<file path="src/rtl/vram_arbiter.sv">
// Arbitrates the single-port video SRAM between the fixed-latency display fetch
// path (absolute priority) and a CPU req/ack port with a one-entry posted-write buffer.
module vram_arbiter #(
  parameter int ADDR_W = 13,
  parameter int DATA_W = 8
) (
  input  logic              pixel_clock,
  input  logic              reset_n,
  input  logic              vid_req,
  input  logic [ADDR_W-1:0] vid_addr,
  output logic [DATA_W-1:0] vid_data,
  input  logic              cpu_req,
  input  logic              cpu_we,
  input  logic [ADDR_W-1:0] cpu_addr,
  input  logic [DATA_W-1:0] cpu_wdata,
  output logic              cpu_ack,
  output logic [DATA_W-1:0] cpu_rdata,
  output logic              wbuf_full,
  output logic [ADDR_W-1:0] sram_addr,
  output logic              sram_we,
  output logic [DATA_W-1:0] sram_wdata,
  input  logic [DATA_W-1:0] sram_rdata
);

  typedef enum logic [2:0] {
    IDLE,
    RD_PEND,
    RD_DATA,
    RD_CAP,
    ACK
  } cpu_state_t;

  cpu_state_t        state, state_nxt;
  logic [ADDR_W-1:0] wbuf_addr;
  logic [DATA_W-1:0] wbuf_data;
  logic              wbuf_load;
  logic              rd_issue;
  logic              rd_cap;
  logic              ack_set;
  logic              drain;

  // The display path samples the SRAM output directly; no extra pipeline stage.
  assign vid_data = sram_rdata;

  // A posted write drains in any cycle the display path leaves free.
  assign drain = wbuf_full && !vid_req;

  always_comb begin
    // NOTE: every output of this block gets a default first, so no path leaves
    // a signal unassigned and no latch is inferred.
    state_nxt = state;
    wbuf_load = 1'b0;
    rd_issue  = 1'b0;
    rd_cap    = 1'b0;
    ack_set   = 1'b0;
    case (state)
      IDLE: begin
        if (cpu_req) begin
          if (cpu_we) begin
            if (!wbuf_full) begin
              wbuf_load = 1'b1;
              ack_set   = 1'b1;
              state_nxt = ACK;
            end
          end else begin
            state_nxt = RD_PEND;
          end
        end
      end
      // Waiting for an empty buffer keeps a read from overtaking an older write.
      RD_PEND: begin
        if (!vid_req && !wbuf_full) begin
          rd_issue  = 1'b1;
          state_nxt = RD_DATA;
        end
      end
      RD_DATA: state_nxt = RD_CAP;
      RD_CAP: begin
        rd_cap    = 1'b1;
        ack_set   = 1'b1;
        state_nxt = ACK;
      end
      ACK:     state_nxt = IDLE;
      default: state_nxt = IDLE;
    endcase
  end

  always_ff @(posedge pixel_clock or negedge reset_n) begin
    if (!reset_n) begin
      state <= IDLE;
    end else begin
      // NOTE: sequential state uses non-blocking assignments so every register
      // samples pre-edge values regardless of statement order.
      state <= state_nxt;
    end
  end

  always_ff @(posedge pixel_clock or negedge reset_n) begin
    if (!reset_n) begin
      // NOTE: the buffer payload is reset as well as its valid flag; it is only
      // a register pair, and a clean reset value keeps the outputs deterministic.
      wbuf_full  <= 1'b0;
      wbuf_addr  <= '0;
      wbuf_data  <= '0;
      sram_addr  <= '0;
      sram_we    <= 1'b0;
      sram_wdata <= '0;
      cpu_ack    <= 1'b0;
      cpu_rdata  <= '0;
    end else begin
      cpu_ack <= ack_set;
      sram_we <= 1'b0;

      // One SRAM operation per edge: video, then drain, then CPU read.
      if (vid_req) begin
        sram_addr <= vid_addr;
      end else if (drain) begin
        sram_addr  <= wbuf_addr;
        sram_wdata <= wbuf_data;
        sram_we    <= 1'b1;
      end else if (rd_issue) begin
        sram_addr <= cpu_addr;
      end

      if (wbuf_load) begin
        wbuf_full <= 1'b1;
        wbuf_addr <= cpu_addr;
        wbuf_data <= cpu_wdata;
      end else if (drain) begin
        wbuf_full <= 1'b0;
      end

      if (rd_cap) begin
        cpu_rdata <= sram_rdata;
      end
    end
  end

endmodule
</file>
<file path="config.mk">
export PLATFORM = sky130hd
export DESIGN_NAME = vram_arbiter
export DESIGN_NICKNAME = d
export VERILOG_FILES = /design/src/rtl/vram_arbiter.sv
export SDC_FILE = /design/constraint.sdc
export NUM_CORES = 1
export LEC_CHECK = 0
export BUFFER_PORTS_ARGS = -buffer_cell sky130_fd_sc_hd__buf_2
export CAP_MARGIN = 25
export CORE_ASPECT_RATIO = 0.6
export CORE_MARGIN = 4
export CORE_UTILIZATION = 30
export CTS_BUF_LIST = sky130_fd_sc_hd__clkbuf_4 sky130_fd_sc_hd__clkbuf_8
export CTS_CLUSTER_DIAMETER = 50
export CTS_CLUSTER_SIZE = 16
export DETAILED_ROUTE_END_ITERATION = 7
export PLACE_DENSITY = 0.51
export REMOVE_ABC_BUFFERS = 1
export SETUP_SLACK_MARGIN = 0.4
export SYNTH_ARGS = -nofsm -noshare
export SYNTH_HDL_FRONTEND = slang
export SYNTH_SLANG_ARGS = --single-unit
</file>
<file path="constraint.sdc">
create_clock -name pixel_clock -period 1.4 [get_ports pixel_clock]
set_input_delay 0.28 -clock pixel_clock [delete_from_list [all_inputs] [get_ports pixel_clock]]
set_output_delay 0.28 -clock pixel_clock [all_outputs]
set_load 0.01 [all_outputs]
</file>
== After elaboration in Yosys (flattened, before gate mapping) ==
Index checks and enable logic that the tools add are counted.

* Reduce and logical (&&, ||, !) cells: 9
* Equality and inequality tests: 6
* Bitwise operators: 1
* Mux-type cells: 20

{| class="wikitable"
|+ Operators by type and width
! cell !! count
|-
| 13-bit 2-to-1 mux || 3
|-
| 3-bit 2-to-1 mux || 4
|-
| 3-bit one-hot mux with 4 select lines || 1
|-
| 1-bit 2-to-1 mux || 11
|-
| 3-bit by 2-bit == test with 1-bit output, second input constant || 2
|-
| 2-bit inequality test, second input constant || 2
|-
| 3-bit by 1-bit == test with 1-bit output, second input constant || 1
|-
| 3-bit logical NOT || 1
|-
| 3-bit inequality test, second input constant || 1
|-
| 3-bit AND reduction || 1
|-
| 3-bit nonzero test || 1
|-
| 1-bit logical AND || 2
|-
| 1-bit logical NOT || 2
|-
| 1-bit one-hot mux with 2 select lines || 1
|-
| 2-bit AND reduction || 1
|-
| 2-bit nonzero test || 1
|-
| 1-bit inverter || 1
|}

* Bits of input ports: 47
* Output and inout port bits: 40
* Logic and storage cells: 45
* Register bits: 56

== Depth between registers and ports, before layout ==
* Word-level depth: 7
* Mapped depth: 5
* Gate-level depth less buffers: 3

== Worst setup path before layout ==
Ideal clock, no wire load.

* Path kind: flip-flop to flip-flop
* Start: reg wbuf_full
* End: reg wbuf_addr[0]
* Cell stages (with the launch flop): 6
* Library setup time: 0.125 ns
* Slack: -0.011 ns
* Arrival time: 1.286 ns
* Required time: 1.275 ns
* Clock period less this slack: 1.411 ns
* Path buffers: 2
* Cells stage by stage: dfrtp_1 buf_6 nor2_2 nand4_4 buf_6 mux2_4

* Cells in the longest elaborated chain, start to end: 4

{| class="wikitable"
|+ RTL lines
! what !! line !! RTL
|-
| start, declared || 18 || <nowiki>output logic wbuf_full,</nowiki>
|-
| start signal, assigned || 102 || <nowiki>wbuf_full <= 1'b0;</nowiki>
|-
| start signal, assigned || 126 || <nowiki>wbuf_full <= 1'b1;</nowiki>
|-
| start signal, assigned || 130 || <nowiki>wbuf_full <= 1'b0;</nowiki>
|-
| 1-bit 2-to-1 mux || 60 || <nowiki>if (!wbuf_full) begin</nowiki>
|-
| 1-bit 2-to-1 mux || 59 || <nowiki>if (cpu_we) begin</nowiki>
|-
| 1-bit 2-to-1 mux || 58 || <nowiki>if (cpu_req) begin</nowiki>
|-
| 1-bit 2-to-1 mux || 56 || <nowiki>case (state)</nowiki>
|-
| end signal, assigned || 127 || <nowiki>wbuf_addr <= cpu_addr;</nowiki>
|-
| end, declared || 34 || <nowiki>logic [ADDR_W-1:0] wbuf_addr;</nowiki>
|}

No other way between the ends.
A chain may end at the register's enable or synchronous reset.

== Worst setup path in the final report ==
* Start: reg wbuf_full
* End: reg wbuf_addr[10]

The elaborated chain is that of the path after synthesis.

==> results.md <==
* Commonest non-fill, non-tap cells in the layout: 78 x buf_2, 54 x dfrtp_1, 30 x nand2_1, 27 x buf_4, 25 x mux2_4
* CP Capture Type: flop
* Commonest non-fill, non-tap cell in the layout: buf_2
* Worst clock skew at 5.15 ps
* IO buf count at 86
* Starting density of the core at 30.9%
* Arr. time, crit path at 1560 ps
* Final setup fails at 0
* Measured slew at the worst slew-check pin at 271 ps
* Drt wl/cell at 15.2 µm
* Count of cell types in the netlist at 22
* Antenna Nets Post-Route at 0
* Syn Inst Count at 186
* Unrepaired setup endpoints after global routing: true
* Placed Instances at 373
* Crit-path max FO at 24
* Worst setup SP type: flop
* Slew headroom at 81.9%
* Nets at 349
* TritonCTS clock tree: yes
* Met3 Wirelength at 325 µm
* Cell Pwr Density at 2070 nW/µm²
* # rows at 25
* Worst-path clk slew at 100 ps
* CP Class: reg2reg
* Wirelength, routed at 6240 µm
* GPL Wtd Cong at 0.710
* Total gr overflow at 0
* Met2 routed WL at 2610 µm
* Critical Path RT at 1610 ps
* Num Clock Sinks at 56
* Fmax at 738 MHz
* # H-tree levels at 2
* MaxCap Viol Count at 0
* Pleak at 0.00181 µW
* Area grow syn2layout at 45.7%
* Fin. max-slew vios at 0
* Total CTS buffers at 5
* Hold/Removal Path Class: in2reg
* Ys Warns at 0
* Post-Syn Area at 2450 µm²
* Number of global-route vias before repair at 1,964
* Via Count at 1,824
* Initial drt markers at 69
* DRC viols at 0
* Initial DRT Pass Iterations at 4
* Final Hold Fails at 0
* Root Driver: clkbuf_8
* Non-filler cells, final at 411
* Hold Slack at 185 ps
* DPL Wire Length at 4110 µm
* Layout cells sized above 1 at 61.4%
* Syn avg cell area at 13.2 µm²
* Sequential cell area fraction in the yosys report at 57.2%
* Max VDD drop at 0.524 mV
* Core footprint at 7910 µm²
* Die Height at 78.0 µm
* Vias per std cell at 4.44
* Clk Latency, worst-skew pair at 320 ps
* Deepest clock path buffer count at 2
* GRT Resource Usage Total at 13.5%
* Tcrit/Tclk final at 96.8%
* DR top layer: met4
* Number of antenna diodes at 0
* Pin count of the biggest net entering global routing at 27
* DIE WIDTH at 125 µm
* Flops & latches, synth at 56
* Tmin final at 1360 ps
* First-pass GRT wire length at 10,300 µm
* Initial antenna violation count at 0
* Wl on met1 at 3220 µm
* Die ar. at 9720 µm²
* Io pins at 87
* Run status: completed
* Filler cells at 777
## layer usage
metal	vias to the layer above	track usage, %
li1	882	-
met4	0	4.60
met5	-	0
met3	8	3.99
met1	883	19.2
met2	51	19.5
## cell usage after synthesis, drive strengths merged
cell	n	area [µm²]
nor2	4	17.5
nor4	1	12.5
inv	1	3.75
dfrtp	56	1400
o21a	1	7.51
nand2b	2	12.5
a21oi	2	10.0
nand4	1	21.3
nand2	30	113
o21ai	14	70.1
mux2	37	480
o21bai	1	7.51
nor2b	3	18.8
a221o	13	130
clkbuf	1	3.75
buf	18	131
nand3b	1	7.51
## cell type report
type	instances	area, µm²	share of cell area [%]
flip-flops and latches	56	1400	39.3
multi-input cells	111	1020	28.5
repair buffers	127	896	25.1
well taps	108	135	3.79
clock buffers	6	76.3	2.14
clock inverters	2	35.0	0.982
inverters	1	3.75	0.105
## kinds of logic after synthesis
family,share of synthesized area (%)
AO/OA/AOI/OAI,9.20
buffers and inverters,5.67
flip-flops,57.2
multiplexers,19.6
AND/OR/NAND/NOR,8.28
## power breakdown
group / switching [µW] / internal [µW] / total, µW
combinational: 1310 / 2130 / 3440
clock: 542 / 552 / 1090
sequential: 453 / 2380 / 2840
total: 2300 / 5070 / 7370
## flip-flops by register name, summed over array words and instances, names as in the netlist
| register | flops |
|---|---|
| sram_addr | 13 |
| wbuf_addr | 13 |
| cpu_rdata | 8 |
| sram_wdata | 8 |
| wbuf_data | 8 |
| state | 3 |
| cpu_ack | 1 |
| sram_we | 1 |
| wbuf_full | 1 |
## what timing repair did
action	4_1_cts	5_1_grt
hold buffers	1	0
endpoints found under the hold margin	14	0
cloned	2	0
buffers inserted	19	8
endpoints found under the setup margin	87	101
pin swaps	4	15
resized for setup	30	13
## path summary, 6_finish.rpt
path | from | endpoint | slack, ps | cells after the start
setup / recovery | wbuf_full | wbuf_addr[10] | 40 | 4
hold / removal | cpu_wdata[4] | wbuf_data[4] | 190 | 2
setup reg to reg | wbuf_full | wbuf_addr[10] | 40 | 4
hold reg to reg | cpu_rdata[0] | cpu_rdata[0] | 510 | 1
max in group asynchronous | reset_n | wbuf_addr[10] | 590 | 3
min in group asynchronous | reset_n | sram_addr[3] | 390 | 2
## per-stage QoR
stage / power [µW] / cell area [µm²] / worst slack [ps] / util [%] / setup TNS, ps
floorplan: 4260 / 2310 / -289 / - / -8770
global placement: 5280 / 3040 / -123 / 38.4 / -1570
detailed placement: 5330 / 3040 / -176 / 38.4 / -2160
CTS: 7150 / 3460 / 54.2 / 43.7 / 0
global route: 7860 / 3570 / 5.27 / 45.1 / 0
finish: 7370 / 3570 / 44.3 / 45.1 / 0
## worst max-delay path, cell delays in order, from the launching register on
cell and delay (ps):
dfrtp_2 480, nor2_4 150, nand4_4 110, buf_12 190, mux2_4 310
Note: power is estimated with default switching activity, not from simulation.
